--- src/rtl/qchannel_ctrl_if.sv ---
// Q-Channel handshake bundle between the controller (master) and the
// clock-gated device (slave).
interface qchannel_ctrl_if;
  logic qreqn;
  logic qacceptn;
  logic qdeny;

  modport master (output qreqn, input qacceptn, input qdeny);
  modport slave  (input qreqn, output qacceptn, output qdeny);
endinterface

--- src/rtl/qchannel_ctrl.sv ---
// Q-Channel low-power controller: idle-window auto quiesce, software stop,
// wake handling and sticky monitoring of device handshake violations.
module qchannel_ctrl #(
  parameter int unsigned IDLE_CYCLES = 16,
  parameter int unsigned SYNC_STAGES = 2
) (
  input  logic            wb_clk_i,
  input  logic            wb_rst_ni,
  input  logic            en_i,
  input  logic            sw_stop_i,
  input  logic            wake_i,
  input  logic            bus_active_i,
  qchannel_ctrl_if.master q_if,
  output logic            clk_en_o,
  output logic [2:0]      state_o,
  output logic [7:0]      deny_cnt_o,
  output logic            proto_err_o
);

  // state   | meaning
  // RUN     | device clocked, idle window counting
  // REQUEST | qreqn low, waiting for accept or deny
  // STOPPED | device accepted, clock gated
  // EXIT    | qreqn high, waiting for accept release
  // DENIED  | device refused, waiting for deny release
  localparam logic [2:0] RUN     = 3'd0;
  localparam logic [2:0] REQUEST = 3'd1;
  localparam logic [2:0] STOPPED = 3'd2;
  localparam logic [2:0] EXIT    = 3'd3;
  localparam logic [2:0] DENIED  = 3'd4;

  localparam logic [7:0] IDLE_MAX = 8'(IDLE_CYCLES);

  logic [SYNC_STAGES-1:0] acc_sync_q, acc_sync_d;
  logic [SYNC_STAGES-1:0] deny_sync_q, deny_sync_d;
  logic                   qacceptn_s, qdeny_s;

  logic [2:0] state_q, state_d;
  logic [7:0] idle_cnt_q, idle_cnt_d;
  logic [7:0] deny_cnt_q, deny_cnt_d;
  logic       wake_pend_q, wake_pend_d;
  logic       proto_err_q, proto_err_d;
  logic       qreqn_q, qreqn_d;
  logic       clk_en_q, clk_en_d;

  assign acc_sync_d  = {acc_sync_q[SYNC_STAGES-2:0], q_if.qacceptn};
  assign deny_sync_d = {deny_sync_q[SYNC_STAGES-2:0], q_if.qdeny};
  assign qacceptn_s  = acc_sync_q[SYNC_STAGES-1];
  assign qdeny_s     = deny_sync_q[SYNC_STAGES-1];

  always_comb begin
    state_d     = state_q;
    idle_cnt_d  = 8'd0;
    wake_pend_d = wake_pend_q;
    proto_err_d = proto_err_q;
    case (state_q)
      RUN: begin
        if (bus_active_i || wake_i) begin
          idle_cnt_d = 8'd0;
        end else if (idle_cnt_q < IDLE_MAX) begin
          idle_cnt_d = idle_cnt_q + 8'd1;
        end else begin
          idle_cnt_d = idle_cnt_q;
        end
        if (!qacceptn_s || qdeny_s) proto_err_d = 1'b1;
        if (idle_cnt_q == IDLE_MAX && !bus_active_i && !wake_i && (sw_stop_i || en_i))
          state_d = REQUEST;
      end
      REQUEST: begin
        if (wake_i) wake_pend_d = 1'b1;
        // Accept wins over a simultaneous deny; the overlap is flagged.
        if (!qacceptn_s) begin
          state_d = STOPPED;
          if (qdeny_s) proto_err_d = 1'b1;
        end else if (qdeny_s) begin
          state_d = DENIED;
        end
      end
      STOPPED: begin
        if (qdeny_s) proto_err_d = 1'b1;
        if (wake_i || wake_pend_q || (!sw_stop_i && !en_i)) begin
          state_d     = EXIT;
          wake_pend_d = 1'b0;
        end
      end
      EXIT: begin
        if (qdeny_s) proto_err_d = 1'b1;
        if (qacceptn_s) state_d = RUN;
      end
      DENIED: begin
        if (!qacceptn_s) proto_err_d = 1'b1;
        if (!qdeny_s) state_d = RUN;
      end
      default: state_d = STOPPED;
    endcase
  end

  always_comb begin
    deny_cnt_d = deny_cnt_q;
    if (state_d == DENIED && state_q != DENIED && deny_cnt_q != 8'hFF)
      deny_cnt_d = deny_cnt_q + 8'd1;
  end

  // Handshake and gate outputs are registered alongside the state.
  assign qreqn_d  = !(state_d == REQUEST || state_d == STOPPED);
  assign clk_en_d = (state_d != STOPPED);

  always_ff @(posedge wb_clk_i or negedge wb_rst_ni) begin
    if (!wb_rst_ni) begin
      acc_sync_q  <= '0;
      deny_sync_q <= '0;
      state_q     <= STOPPED;
      idle_cnt_q  <= 8'd0;
      deny_cnt_q  <= 8'd0;
      wake_pend_q <= 1'b0;
      proto_err_q <= 1'b0;
      qreqn_q     <= 1'b0;
      clk_en_q    <= 1'b0;
    end else begin
      acc_sync_q  <= acc_sync_d;
      deny_sync_q <= deny_sync_d;
      state_q     <= state_d;
      idle_cnt_q  <= idle_cnt_d;
      deny_cnt_q  <= deny_cnt_d;
      wake_pend_q <= wake_pend_d;
      proto_err_q <= proto_err_d;
      qreqn_q     <= qreqn_d;
      clk_en_q    <= clk_en_d;
    end
  end

  assign q_if.qreqn  = qreqn_q;
  assign clk_en_o    = clk_en_q;
  assign state_o     = state_q;
  assign deny_cnt_o  = deny_cnt_q;
  assign proto_err_o = proto_err_q;

endmodule

--- src/flat_wrapper.sv ---
// flat-port wrapper written by rule: the top's interface ports become plain ports
module qchannel_ctrl_flat 
#(
  parameter int unsigned IDLE_CYCLES = 16,
  parameter int unsigned SYNC_STAGES = 2
)
  (wb_clk_i, wb_rst_ni, en_i, sw_stop_i, wake_i, bus_active_i, clk_en_o, state_o, deny_cnt_o, proto_err_o, q_if_qreqn, q_if_qacceptn, q_if_qdeny);
  qchannel_ctrl_if q_if_i ();
  input  logic wb_clk_i;
  input  logic wb_rst_ni;
  input  logic en_i;
  input  logic sw_stop_i;
  input  logic wake_i;
  input  logic bus_active_i;
  output logic clk_en_o;
  output logic [2:0] state_o;
  output logic [7:0] deny_cnt_o;
  output logic proto_err_o;
  output wire logic [$bits(q_if_i.qreqn)-1:0] q_if_qreqn;
  input wire logic [$bits(q_if_i.qacceptn)-1:0] q_if_qacceptn;
  input wire logic [$bits(q_if_i.qdeny)-1:0] q_if_qdeny;
  assign q_if_qreqn = q_if_i.qreqn;
  assign q_if_i.qacceptn = q_if_qacceptn;
  assign q_if_i.qdeny = q_if_qdeny;
  qchannel_ctrl #(.IDLE_CYCLES(IDLE_CYCLES), .SYNC_STAGES(SYNC_STAGES)) u_core (.wb_clk_i(wb_clk_i), .wb_rst_ni(wb_rst_ni), .en_i(en_i), .sw_stop_i(sw_stop_i), .wake_i(wake_i), .bus_active_i(bus_active_i), .q_if(q_if_i), .clk_en_o(clk_en_o), .state_o(state_o), .deny_cnt_o(deny_cnt_o), .proto_err_o(proto_err_o));
endmodule
--- config.mk ---
export PLATFORM = sky130hd
export DESIGN_NAME = qchannel_ctrl_flat
export DESIGN_NICKNAME = d
export VERILOG_FILES = /design/src/rtl/qchannel_ctrl_if.sv /design/src/rtl/qchannel_ctrl.sv /design/src/flat_wrapper.sv
export SDC_FILE = /design/constraint.sdc
export NUM_CORES = 1
export LEC_CHECK = 0
export ABC_AREA = 1
export CELL_PAD_IN_SITES_DETAIL_PLACEMENT = 0
export CELL_PAD_IN_SITES_GLOBAL_PLACEMENT = 1
export CORE_ASPECT_RATIO = 0.8
export CORE_UTILIZATION = 38
export CTS_CLUSTER_SIZE = 14
export DETAILED_ROUTE_END_ITERATION = 8
export PLACE_DENSITY = 0.85
export SYNTH_ARGS = -nofsm -noshare
export SYNTH_HDL_FRONTEND = slang
export SYNTH_SLANG_ARGS = --single-unit
export TNS_END_PERCENT = 50
--- constraint.sdc ---
create_clock -name wb_clk_i -period 1.9 [get_ports wb_clk_i]
set_clock_uncertainty 0.2 [all_clocks]
set_input_delay 0.38 -clock wb_clk_i [delete_from_list [all_inputs] [get_ports wb_clk_i]]
set_output_delay 0.38 -clock wb_clk_i [all_outputs]
set_load 0.01 [all_outputs]
# Yosys cells after proc, flatten, opt, wreduce, memory -nomap -nowiden
# Cells that the tools add are included.
[totals] reg_bits=27 input_bits=8 out_inout_bits=14
[classes] n_reduce_logical=24 magnitude_cmp=1 add_sub_neg=2 n_mux=18 n_eq_ne=17
[op_table] op="2-to-1 mux 8 bit" n=3
[op_table] op="2-to-1 mux 3 bit" n=6
[op_table] op="adder 8 x 1 -> 8 bit (second input constant)" n=2
[op_table] op="one-hot mux 3 bit (5 select lines)" n=1
[op_table] op="== test 3 x 2 -> 1 bit (second input constant)" n=3
[op_table] op="== test 8 x 5 -> 1 bit (second input constant)" n=1
[op_table] op="less-than comparator 8 x 5 -> 1 bit (second input constant)" n=1
[op_table] op="inequality test 8 bit (second input constant)" n=1
[op_table] op="== test 3 x 1 -> 1 bit (second input constant)" n=2
[op_table] op="== test 3 bit (second input constant)" n=2
[op_table] op="logical AND 1 bit" n=6
[op_table] op="zero test 1 bit" n=6
[op_table] op="logical OR 1 bit" n=6
[op_table] op="2-to-1 mux 1 bit" n=6
[op_table] op="inequality test 2 bit (second input constant)" n=3
[op_table] op="inequality test 2 x 1 -> 1 bit (second input constant)" n=2
[op_table] op="one-hot mux 1 bit (4 select lines)" n=1
[op_table] op="AND reduction 4 bit" n=1
[op_table] op="nonzero test 4 bit" n=1
[op_table] op="zero test 3 bit" n=1
[op_table] op="inequality test 3 x 1 -> 1 bit (second input constant)" n=1
[op_table] op="inequality test 3 x 2 -> 1 bit (second input constant)" n=1
[op_table] op="inequality test 3 bit (second input constant)" n=1
[op_table] op="AND reduction 3 bit" n=1
[op_table] op="3 further kinds" n=3

# Logic depth before layout (Yosys ltp)
[logic_depth] depth_word=9 mapped_depth=9

# Worst setup path after synthesis
# No wires, ideal clock.
[synth_timing] path_type="flip-flop to flip-flop" start="register u_core.deny_cnt_q[0], in the netlist u_core.deny_cnt_o[0]" end="register u_core.deny_cnt_q[5], in the netlist u_core.deny_cnt_o[5]" path_stages_with_launch=9 synth_period_minus_slack_ps=1583 path_slack_ps=317 arrival_ps=1261 t_required_ps=1578 cell_sequence="dfrtp_1 > ha_1 > nand3_1 > nor2_2 > nand3_1 > nand3_2 > buf_6 > nand2_1 > o21ai_2"
[synth_between] elab_chain_len=2 word_cells_on_any_way=3 cone_classes="1 x add/sub; 1 x eq/ne; 1 x reduce/logical"
[synth_lines] element="from (decl)" line_no="qchannel_ctrl.sv:40" rtl="logic [7:0] deny_cnt_q, deny_cnt_d;"
[synth_lines] element="from (signal assigned)" line_no="qchannel_ctrl.sv:124" rtl="deny_cnt_q <= deny_cnt_d;"
[synth_lines] element="parallel branches: the longest is 2 deep, another holds adder 8 x 1 -> 8 bit"
# Parallel ways; which one is timed is not known.
# A chain may end at the register's enable or synchronous reset.

# Final worst setup path
[layout_timing] start="register u_core.deny_cnt_q[2], in the netlist u_core.deny_cnt_o[2]" end="output deny_cnt_o[2]"
[layout_rtl] element="to (decl)" line_no="flat_wrapper.sv:17" rtl="output logic [7:0] deny_cnt_o;"
# No word-level cell between the ends.

==> metrics.md <==
| Metric | Value |
|---|---|
| Status | finished, final reports clean |
| Avg WL per Cell | 10.3 µm |
| Peak VDD IR | 0.634 mV |
| Clock Path Buffers | 2 |
| DRC errors left | 0 |
| Row Count | 18 |
| Rel. slew slack | 0.783 |
| Post-CTS setup buffer count | 0 |
| Min cycle time layout | 1.84 ns |
| Post-Layout Cell Count | 224 |
| Iteration-0 DRC Markers | 22 |
| Core box area | 3200 µm² |
| Via/cell ratio | 4.45 |
| Post-placement setup slack | 0.0264 ns |
| Placed cell count | 220 |
| Final worst-path cycle share | 0.967 |
| Seq/Total Area, Yosys | 0.514 |
| Area growth syn-to-layout | 25.4% |
| Critical path launch point type | register |
| Crit path cell chain | clkdlybuf4s50_1 |
| GPL Wtd Cong | roughly 0.78 |
| Min-Delay Path Class | reg -> reg |
| DP HPWL | ~1800 µm |
| Chip width | roughly 68 µm |
| Root buffer cell | clkbuf_8 |
| Vias in the first global route | 950 |
| Clock Pin Slew Worst Setup and Hold Paths | approximately 0.090 ns |
| Die area | 3700 µm² |
| Syn_area_per_cell | 8.44 µm² |
| Initial Util | 0.412 |
| Setup TNS | 0 ns |
| Delay-heaviest family, CP | buffers and inverters |
| Routed WL | approximately 2300 µm |
| Share of layout cells above drive strength 1 | 0.147 |
| Post-Syn Nets | 167 |
| WP data arrival | 1.26 ns |
| Post-Syn Area | ~1300 µm² |
| P_leak | 0.777 nW |
| Max-Cap Viols | 0 |
| CP max-delay cell | clkdlybuf4s50_1 |
| Number of port buffers | 21 |
| Max Fclk | around 540 MHz |
| Cells after Synth | about 160 |
| CP endpoint kind | output port |
| Synth Warn # | 0 |
| Largest net degree at the start of global routing | 28 |
| Num CTS Buffers | 3 |
| Antenna violations before repair | 0 |
| Max-slew violation count | 0 |
| Buf/Inv on CP | 1 |
| Drt pass-1 iters | 5 |
| Crit Path Class | reg -> out |
| # diodes | 0 |
| Ports | 22 |
| CTS tree | built |
| Final #Nets | approximately 200 |
| Htree depth | 1 |
| First-pass GRT wire length | 4000 µm |
| Power per cell area | 984 nW/µm² |
| CP max FO | 5 |
| Post-route ant nets | 0 |
| CP peak stage delay | 0.56 ns |
| Final setup margin | 0.0633 ns |
| Final Hold Fails | 0 |
| Worst Path Required | 1.32 ns |
| Worst-Margin Slew | 0.326 ns |
| Clk sinks | 27 |
| GRT Util Overall | 0.149 |
| Netlist cell types | 23 |
| GRT overflow | 0 |
| Vias | ~1000 |
| Die extent in y | 54.6 µm |
| Yosys reg bits | 27 |
| Worst skew pair latency | 0.27 ns |
| Unrepaired setup endpoints after global routing | false |
| Setup violators final | 0 |
[per-layer routing]
metal | vias to the layer above | GRT usage | share of wire | wire, µm
li1 | 532 | - | - | -
met1 | 448 | 0.190 | 0.50 | 1160
met2 | 14 | 0.243 | 0.45 | 1040
met3 | 2 | 0.0375 | 0.029 | 67
met4 | 0 | 0.0625 | 0.017 | 39
met5 | - | 0 | 0 | 0
[cell usage in the layout (no fill, tap or decap), types with 3 or more instances in the layout]
master	count
buf_4	4
dfrtp_2	6
xnor2_1	6
ha_1	3
dfrtp_1	20
nand2_1	37
o21ai_2	3
nor2_1	20
o21ai_0	5
nor3_1	3
nor2_2	3
a21oi_1	4
inv_1	24
clkbuf_8	3
clkdlybuf4s50_1	19
nand3_1	9
[state kept, by name (all words and copies together) (netlist names)]
name / flops
u_core.idle_cnt_q: 8
u_core.clk_en_o: 1
u_core.proto_err_o: 1
u_core.wake_pend_q: 1
u_core.acc_sync_q: 2
u_core.deny_sync_q: 2
u_core.q_if.qreqn: 1
u_core.state_o: 3
u_core.deny_cnt_o: 8
[worst paths after layout]
| path | slack, ns | cells past startpoint | start | end |
|---|---|---|---|---|
| min | 0.15 | 0 | u_core.deny_sync_q[0] | u_core.deny_sync_q[1] |
| min reg2reg | 0.15 | 0 | u_core.deny_sync_q[0] | u_core.deny_sync_q[1] |
| max in group asynchronous | 0.94 | 2 | wb_rst_ni | u_core.state_o[1] |
| max | 0.06 | 1 | u_core.deny_cnt_o[2] | deny_cnt_o[2] |
| min in group asynchronous | 0.27 | 2 | wb_rst_ni | u_core.idle_cnt_q[2] |
| max reg2reg | 0.18 | 8 | u_core.deny_cnt_o[1] | u_core.deny_cnt_o[2] |
[synth_stat cells]
master	count	share of area
ha_1	3	0.029
inv_2	2	0.0057
o21ai_0	5	0.019
nor2_4	1	0.0086
buf_6	1	0.0086
clkinv_1	1	0.0028
a21oi_4	1	0.012
inv_1	24	0.068
nor2_2	3	0.014
xnor2_1	6	0.040
a21oi_1	4	0.015
nand3_1	9	0.034
nand3_2	1	0.0076
dfrtp_1	26	0.49
xor2_1	1	0.0067
or2_2	1	0.0048
dfstp_2	1	0.020
o21ai_2	3	0.020
nor2_1	20	0.057
nor3_1	3	0.011
nand4_1	2	0.0095
a211oi_1	1	0.0057
nand2_1	37	0.11
[repair_timing]
action | CTS | global route
setup endpoints to repair | 3 | 5
hold buffers | 0 | 0
gates resized for setup | 3 | 5
pin swaps | 0 | 0
gates cloned | 0 | 0
[kinds of logic after synthesis]
kind of cell | synth area share
AND/OR/NAND/NOR | 0.253
AO/OA/AOI/OAI | 0.0723
buffers and inverters | 0.0856
adder cells (fa/ha/maj) | 0.0285
flip-flops | 0.514
XOR/XNOR | 0.0466
[per-stage QoR]
stage               utilization  power (W)  area (µm²)  hold slack [ns]
detailed placement        0.499    0.00133        1600            0.135
floorplan                     -    0.00107        1320           -0.116
CTS                       0.514    0.00165        1640            0.156
global placement          0.499    0.00131        1600            0.133
finish                    0.516    0.00162        1650            0.154
global route              0.516    0.00175        1650            0.158
[report_power, final]
group | switching, W | internal [W]
registers | 0.0000809 | 0.000676
clock network | 0.000169 | 0.000147
logic | 0.000289 | 0.000262
total | 0.000539 | 0.00109
[area by class of cell]
type,instances,area (µm²)
fill,303,1550
sequential,27,684
multi-input combinational,101,527
timing repair buffer,25,241
inverter,27,101
tap,40,50.0
clock buffer,3,41.3
clock inverter,1,5.00
No activity file was read; power rests on OpenSTA's default activity.
